--- config.mk ---
export PLATFORM = sky130hd
export DESIGN_NAME = pb_i2c_arbiter
export DESIGN_NICKNAME = d
export VERILOG_FILES = /design/src/rtl/pb_i2c_arbiter.sv
export SDC_FILE = /design/constraint.sdc
export NUM_CORES = 1
export LEC_CHECK = 0
export CAP_MARGIN = 20
export CORE_MARGIN = 5
export CORE_UTILIZATION = 35
export CTS_BUF_LIST = sky130_fd_sc_hd__clkbuf_4 sky130_fd_sc_hd__clkbuf_8 sky130_fd_sc_hd__clkbuf_16
export DETAILED_ROUTE_END_ITERATION = 8
export DONT_BUFFER_PORTS = 1
export HOLD_SLACK_MARGIN = 0.03
export PLACE_DENSITY = 0.55
export RECOVER_POWER = 100
export SYNTH_ARGS = -nofsm -noshare
export SYNTH_HDL_FRONTEND = slang
export SYNTH_SLANG_ARGS = --single-unit
--- constraint.sdc ---
create_clock -name clk -period 6.2 [get_ports clk]
set_input_delay 1.55 -clock clk [delete_from_list [all_inputs] [get_ports clk]]
set_output_delay 1.55 -clock clk [all_outputs]
set_load 0.1 [all_outputs]
--- src/rtl/pb_i2c_arbiter.sv ---
`timescale 1ns / 1ps
// pb_i2c_arbiter
//   Shares the power-board I2C transaction engine between the host command path and an
//   autonomous poller. The poller sweeps POLL_COUNT single-byte reads (type 2) of consecutive
//   registers once per POLL_PERIOD tick. One transaction runs at a time, operands are held
//   stable from issue to completion, and a watchdog aborts a transaction that runs too long.
// Ports
//   clk, n_reset                      clock, asynchronous active-low reset
//   host_req/type/addr/reg/wr0/wr1    host request (level) and operands
//   host_ack, host_done, host_err     request latched / finished / finished with timeout
//   host_rd0/1                        read data, updated on host_done
//   poll_en                           enables the tick counter and sweeps
//   poll_valid/idx/data/err           one pulse per completed poll read
//   poll_overrun                      tick arrived while a sweep was still pending
//   eng_*                             engine start, operands, status and read data
//   busy                              arbiter not idle
module pb_i2c_arbiter #(
  parameter int unsigned POLL_PERIOD    = 32'd1_000_000,
  parameter int unsigned POLL_COUNT     = 4,
  parameter logic [7:0]  POLL_ADDR      = 8'h6C,
  parameter logic [7:0]  POLL_REG_BASE  = 8'h00,
  parameter int unsigned TIMEOUT_CYCLES = 32'd200_000
) (
  input  logic       clk,
  input  logic       n_reset,
  input  logic       host_req,
  input  logic [3:0] host_type,
  input  logic [7:0] host_addr,
  input  logic [7:0] host_reg,
  input  logic [7:0] host_wr0,
  input  logic [7:0] host_wr1,
  output logic       host_ack,
  output logic       host_done,
  output logic       host_err,
  output logic [7:0] host_rd0,
  output logic [7:0] host_rd1,
  input  logic       poll_en,
  output logic       poll_valid,
  output logic [3:0] poll_idx,
  output logic [7:0] poll_data,
  output logic       poll_err,
  output logic       poll_overrun,
  output logic [3:0] eng_type,
  output logic       eng_start,
  input  logic       eng_status,
  output logic [7:0] eng_addr,
  output logic [7:0] eng_reg,
  output logic [7:0] eng_wr0,
  output logic [7:0] eng_wr1,
  input  logic [7:0] eng_rd0,
  input  logic [7:0] eng_rd1,
  output logic       busy
);

  typedef enum logic [2:0] {
    StIdle,
    StIssue,
    StWaitBusy,
    StWaitDone,
    StComplete,
    StDrain
  } state_e;

  state_e      state_q;
  logic [31:0] tick_q;
  logic [31:0] wdog_q;
  logic        sweep_q;
  logic [3:0]  idx_q;
  logic        last_poll_q;   // owner of the previous grant was the poller
  logic        owner_poll_q;  // owner of the current transaction is the poller

  logic tick_wrap, timeout, poll_last, poll_req, grant_poll;
  logic done_ok, to_hit, report;

  assign tick_wrap  = poll_en && (tick_q == 32'(POLL_PERIOD - 1));
  assign timeout    = wdog_q >= 32'(TIMEOUT_CYCLES - 1);
  assign poll_last  = idx_q == 4'(POLL_COUNT - 1);
  assign poll_req   = sweep_q && poll_en;
  // With both requesting, the poller wins only if the host owned the previous transaction.
  assign grant_poll = poll_req && !(host_req && last_poll_q);

  assign done_ok = (state_q == StWaitDone) && !eng_status;
  // A normal completion in the same cycle as the timeout takes precedence.
  assign to_hit  = timeout && ((state_q == StWaitBusy) ||
                               ((state_q == StWaitDone) && eng_status));
  assign report  = done_ok || to_hit;

  assign busy = state_q != StIdle;

  always_ff @(posedge clk or negedge n_reset) begin
    if (!n_reset) begin
      state_q      <= StIdle;
      tick_q       <= '0;
      wdog_q       <= '0;
      sweep_q      <= 1'b0;
      idx_q        <= '0;
      last_poll_q  <= 1'b0;
      owner_poll_q <= 1'b0;
      host_ack     <= 1'b0;
      host_done    <= 1'b0;
      host_err     <= 1'b0;
      host_rd0     <= '0;
      host_rd1     <= '0;
      poll_valid   <= 1'b0;
      poll_idx     <= '0;
      poll_data    <= '0;
      poll_err     <= 1'b0;
      poll_overrun <= 1'b0;
      eng_type     <= '0;
      eng_start    <= 1'b0;
      eng_addr     <= '0;
      eng_reg      <= '0;
      eng_wr0      <= '0;
      eng_wr1      <= '0;
    end else begin
      eng_start    <= 1'b0;
      host_ack     <= 1'b0;
      host_done    <= 1'b0;
      poll_valid   <= 1'b0;
      poll_overrun <= 1'b0;

      if (!poll_en || tick_wrap) begin
        tick_q <= '0;
      end else begin
        tick_q <= tick_q + 32'd1;
      end

      // A poll transaction in flight keeps its index until it reports.
      if (!poll_en && ((state_q == StIdle) || !owner_poll_q)) begin
        sweep_q <= 1'b0;
        idx_q   <= '0;
      end

      unique case (state_q)
        StIdle: begin
          if (host_req || poll_req) begin
            owner_poll_q <= grant_poll;
            last_poll_q  <= grant_poll;
            if (grant_poll) begin
              eng_type <= 4'd2;
              eng_addr <= POLL_ADDR;
              eng_reg  <= POLL_REG_BASE + {4'd0, idx_q};
              eng_wr0  <= 8'h00;
              eng_wr1  <= 8'h00;
            end else begin
              eng_type <= host_type;
              eng_addr <= host_addr;
              eng_reg  <= host_reg;
              eng_wr0  <= host_wr0;
              eng_wr1  <= host_wr1;
            end
            eng_start <= 1'b1;
            host_ack  <= !grant_poll;
            wdog_q    <= '0;
            state_q   <= StIssue;
          end
        end
        StIssue: begin
          wdog_q  <= wdog_q + 32'd1;
          state_q <= StWaitBusy;
        end
        StWaitBusy: begin
          wdog_q <= wdog_q + 32'd1;
          if (to_hit) begin
            state_q <= StDrain;
          end else if (eng_status) begin
            state_q <= StWaitDone;
          end
        end
        StWaitDone: begin
          wdog_q <= wdog_q + 32'd1;
          if (done_ok) begin
            state_q <= StComplete;
          end else if (to_hit) begin
            state_q <= StDrain;
          end
        end
        StComplete: begin
          state_q <= StIdle;
        end
        StDrain: begin
          // Never start a new transaction while the engine is still busy.
          if (!eng_status) begin
            state_q <= StIdle;
          end
        end
        default: begin
          state_q <= StIdle;
        end
      endcase

      if (report) begin
        if (owner_poll_q) begin
          poll_valid <= 1'b1;
          poll_idx   <= idx_q;
          poll_err   <= to_hit;
          poll_data  <= to_hit ? 8'h00 : eng_rd0;
          if (poll_last || !poll_en) begin
            idx_q   <= '0;
            sweep_q <= 1'b0;
          end else begin
            idx_q <= idx_q + 4'd1;
          end
        end else begin
          host_done <= 1'b1;
          host_err  <= to_hit;
          host_rd0  <= to_hit ? 8'h00 : eng_rd0;
          host_rd1  <= to_hit ? 8'h00 : eng_rd1;
        end
      end

      // A tick while a sweep is pending is reported and dropped.
      if (tick_wrap) begin
        if (sweep_q) begin
          poll_overrun <= 1'b1;
        end else begin
          sweep_q <= 1'b1;
        end
      end
    end
  end

endmodule
# == Word level (Yosys, flattened, before mapping) ==
# Cells that the tools add are included.
# word_totals
word_cells,102
ff_bits,144
output_inout_bits,72
inputBits,57
# classes
addsub,3
mux,37
eq_ne,10
n_reduce_logical,28
magnitude_cmp,1
bitwise,1
# ops
cell,count
32-bit by 1-bit adder with 32-bit output (second input constant),2
32-bit two-way mux,2
32-bit case mux with 2 select lines,1
8-bit two-way mux,6
32-bit by 20-bit equality test with 1-bit output (second input constant),1
32-bit by 18-bit greater-or-equal comparator with 1-bit output (second input constant),1
4-bit two-way mux,5
3-bit two-way mux,6
1-bit two-way mux,16
3-bit case mux with 5 select lines,1
1-bit logical AND,8
2-bit AND reduction,4
3-bit by 2-bit equality test with 1-bit output (second input constant),2
1-bit logical OR,6
3-bit != test (second input constant),2
1-bit zero test,5
4-bit by 1-bit adder with 4-bit output (second input constant),1
4-bit by 2-bit equality test with 1-bit output (second input constant),1
4-bit AND reduction,1
3-bit by 1-bit equality test with 1-bit output (second input constant),1
3-bit equality test (second input constant),1
3-bit zero test,1
3-bit nonzero test,1
3-bit OR reduction,1
other kinds (4),4

# == Depth between registers and ports, before layout ==
# depth
ltp_word,9
depth_mapped,8
mapped_depth_nobuf,7

# == Least setup slack after synthesis ==
# Ideal clock, no wire load.
# synth_timing
kind,input-to-reg
start,input port poll_en
end,register eng_addr[7]
setup_ps,122
setup_slack_ps,3276
n_path_buf,3
arrival_ps,2802
path_stages,8
required_ps,6078
cell_sequence,clkbuf_1 -> a21oi_1 -> nand2b_1 -> clkbuf_1 -> clkinv_1 -> clkbuf_1 -> nand3_1 -> nand2_1
# synth_between
elab_chain_len,3
word_cells_on_any_way,5
cone_classes,1 x mux; 4 x reduce/logical
# synth_lines
element,line,text
start: declaration,37,"input logic poll_en,"
1-bit logical AND (*),78,assign poll_req = sweep_q && poll_en;
1-bit logical AND or 1-bit logical OR (tied branches),"80, 136",
8-bit two-way mux or 2-bit AND reduction (tied branches),--,
end signal: assignment,147,eng_addr <= host_addr;
end: declaration,46,"output logic [7:0] eng_addr,"
# Mark *: on every way between the ends. The rest lies on a longest branch, timed or not.
# A chain may end at the register's enable or synchronous reset.

# == Worst setup path after layout ==
# layout_timing
start,input port poll_en
end,register wdog_q[30]
# layout_between
elab_chain_len,4
# layout_lines
element,line,text
1-bit logical AND,78,
1-bit logical OR,136,if (host_req || poll_req) begin
2-bit by 1-bit != test with 1-bit output (no line),--,
2-bit AND reduction (no line),--,
end signal: assignment,159,wdog_q <= wdog_q + 32'd1;
end signal: assignment,163,wdog_q <= wdog_q + 32'd1;
end signal: assignment,171,wdog_q <= wdog_q + 32'd1;
end: declaration,66,logic [31:0] wdog_q;
# Every way passes these cells.

==> reports/results.ini <==
[outcome]
status=finished, violations left
failed_checks=max-capacitance violations, max-slew violations

[detailed_routing]
ant_nets=0
dr_total_vias=4940
vias_per_cell=5.56
drt_wl_total_um=15400
drt-pass1-iter-count=5
drc=0
wire_per_inst_um=17.3
drt_iter0_drc=319

[setup_path]
start_kind=primary input
crit_path_cell_trace=a21oi_1 > nand2b_1 > clkbuf_1 > o211ai_1 > o31ai_1
path_buf_inv=1
path_class=primary input to flip-flop
cp-end-kind=flip-flop
required_ps=6510
worst-r2r-setup-slack_ps=2980
cp_top_family=buffers and inverters
slowest_stage=clkbuf_1
worstPathArrival_ps=4170
worst-path-max-fanout=45
critical_path.max_stage_delay_ps=1410

[synthesis]
ys_seq_area_share_pct=55.7
ys_seq_elements=144
synth_area_sq_um=6470
netlist_instances=653
synth_area_per_cell_sq_um=9.92
syn_nets=713
synthArstFlopShare_pct=100
synth_edf_count=0
synth-main-ff-cell=dfrtp_1
yosysWarnings=0
synth_cell_types=50

[clock_network]
postCtsHoldBufs=0
cts.path.max_buffers=2
cts_resized=0
cts_buffers=17
cts_tree=yes
path_clk_slew_ps=60
clk-insertion-delay-late_ps=420
cts_setup_buffers=0
clock-sinks=144
clock_tree.root_cell=clkbuf_16
h-tree-depth=4

[cells_and_area]
area_delta_synth_final_pct=12.6
fillers=1759
nNetsFinal=707
layout_commonest_cell=dfrtp_1
final_cell_mix=dfrtp_1, nand2_1, nand3_1
instances_no_fill=889
top_regs=tick_q: 32 flops, wdog_q: 32 flops
design_area_sq_um=7290
diodes=0
drive_above_1_share_pct=6.06

[place]
dp.cells=856
placed_cell_area_sq_um=6670
gp_congestion=0.799
dp_hpwl_um=10500
io_buffer_count=0

[floorplanning]
rows=49
pin_count=129
initial_core_util_pct=35.8
die_y_um=146
fp.dieW_um=146
coreArea_sq_um=18100
die-area_sq_um=21300

[global_routing]
grt_pass1_wl_um=25600
grt_overflow=0
first_global_vias=4939
grt_util_all_layers_pct=14.7
antenna_found_initial=0
grt_max_degree=145

[power]
cellPowerDensity_nw_per_um2=585
power_mw=4.27
ir_drop_mv=0.295
p_leak_nw=3.27

[sta]
max_slew_margin_pct=-25.5
finalClockSkew_ps=8.22
worstMarginPinSlew_ps=1880
fin_crit_ps=3860
clock.fmax_ghz=0.259
rsz0062_at_grt=false
min_period_over_period_pct=62.2
holdWs_ps=483
setup-tns-final_ps=0
hold_violations=0
slew_viol_final=46
final-setup-viol-count=0

[hold_path]
hold_class=flip-flop to flip-flop

[job]
cap_violations=1

final cells by class:
cell class	count	area [sq um]	area share (%)
Clock buffer	20	460	6.32
Clock inverter	12	188	2.57
Inverter	13	48.8	0.669
Multi-Input combinational cell	468	2690	36.9
Sequential cell	144	3600	49.4
Tap cell	229	287	3.93
Timing Repair Buffer	3	11.3	0.154
Yosys cell counts (6+ instances only):
cell / count / area share [%]
o211ai_1: 14 / 1.6
nor4_1: 14 / 1.4
xnor2_1: 6 / 0.81
inv_1: 12 / 0.70
clkbuf_1: 22 / 1.3
nand2_1: 116 / 6.7
nor3_1: 10 / 0.77
and3_1: 8 / 0.77
xor2_1: 18 / 2.4
a22o_1: 26 / 3.5
a21oi_1: 14 / 1.1
o21ai_0: 33 / 2.6
nand3_1: 55 / 4.3
nand4_1: 17 / 1.6
mux2i_1: 7 / 1.1
nor2_1: 52 / 3.0
dfrtp_1: 144 / 56
o31ai_1: 13 / 1.5
path summary, 6_finish.rpt:
check                                start  depth (start not counted)           to
worst max-delay path               poll_en                          5   wdog_q[30]
worst min-delay path            wdog_q[31]                          1   wdog_q[31]
worst max register to register     sweep_q                          5   wdog_q[30]
min in group asynchronous          n_reset                          0  eng_addr[7]
max in group asynchronous          n_reset                          0  poll_idx[0]
worst min register to register  wdog_q[31]                          1   wdog_q[31]
power breakdown:
group	internal, mW	total [mW]	switching [mW]	leakage (nW)
clock	0.735	1.12	0.381	0.323
sequential	1.12	2.66	1.54	1.92
combinational	0.180	0.487	0.307	1.03
metal layers:
layer | track usage (%) | vias up | routed length, um
li1 | - | 2326 | -
met1 | 18.6 | 2417 | 6620
met2 | 22.6 | 170 | 7150
met3 | 6.01 | 27 | 1230
met4 | 5.50 | 0 | 392
met5 | 0 | - | 0
cell families after synthesis:
family                   Yosys count  share of synthesized area [%]
AO/OA/AOI/OAI                    119                           12.6
XOR/XNOR                          24                           3.25
adder cells (fa/ha/maj)            3                          0.580
buffers and inverters             41                           2.53
flip-flops                       144                           55.7
multiplexers                      11                           1.78
AND/OR/NAND/NOR                  311                           23.6
metrics by stage:
step | utilization, % | setup slack (ps)
after floorplan | - | 3280
after global placement | 36.8 | 1830
after detailed placement | 36.9 | 1650
after CTS | 40.5 | 2100
after global routing | 40.3 | 2010
final | 40.3 | 2340
Note: power is estimated with default switching activity, not from simulation.
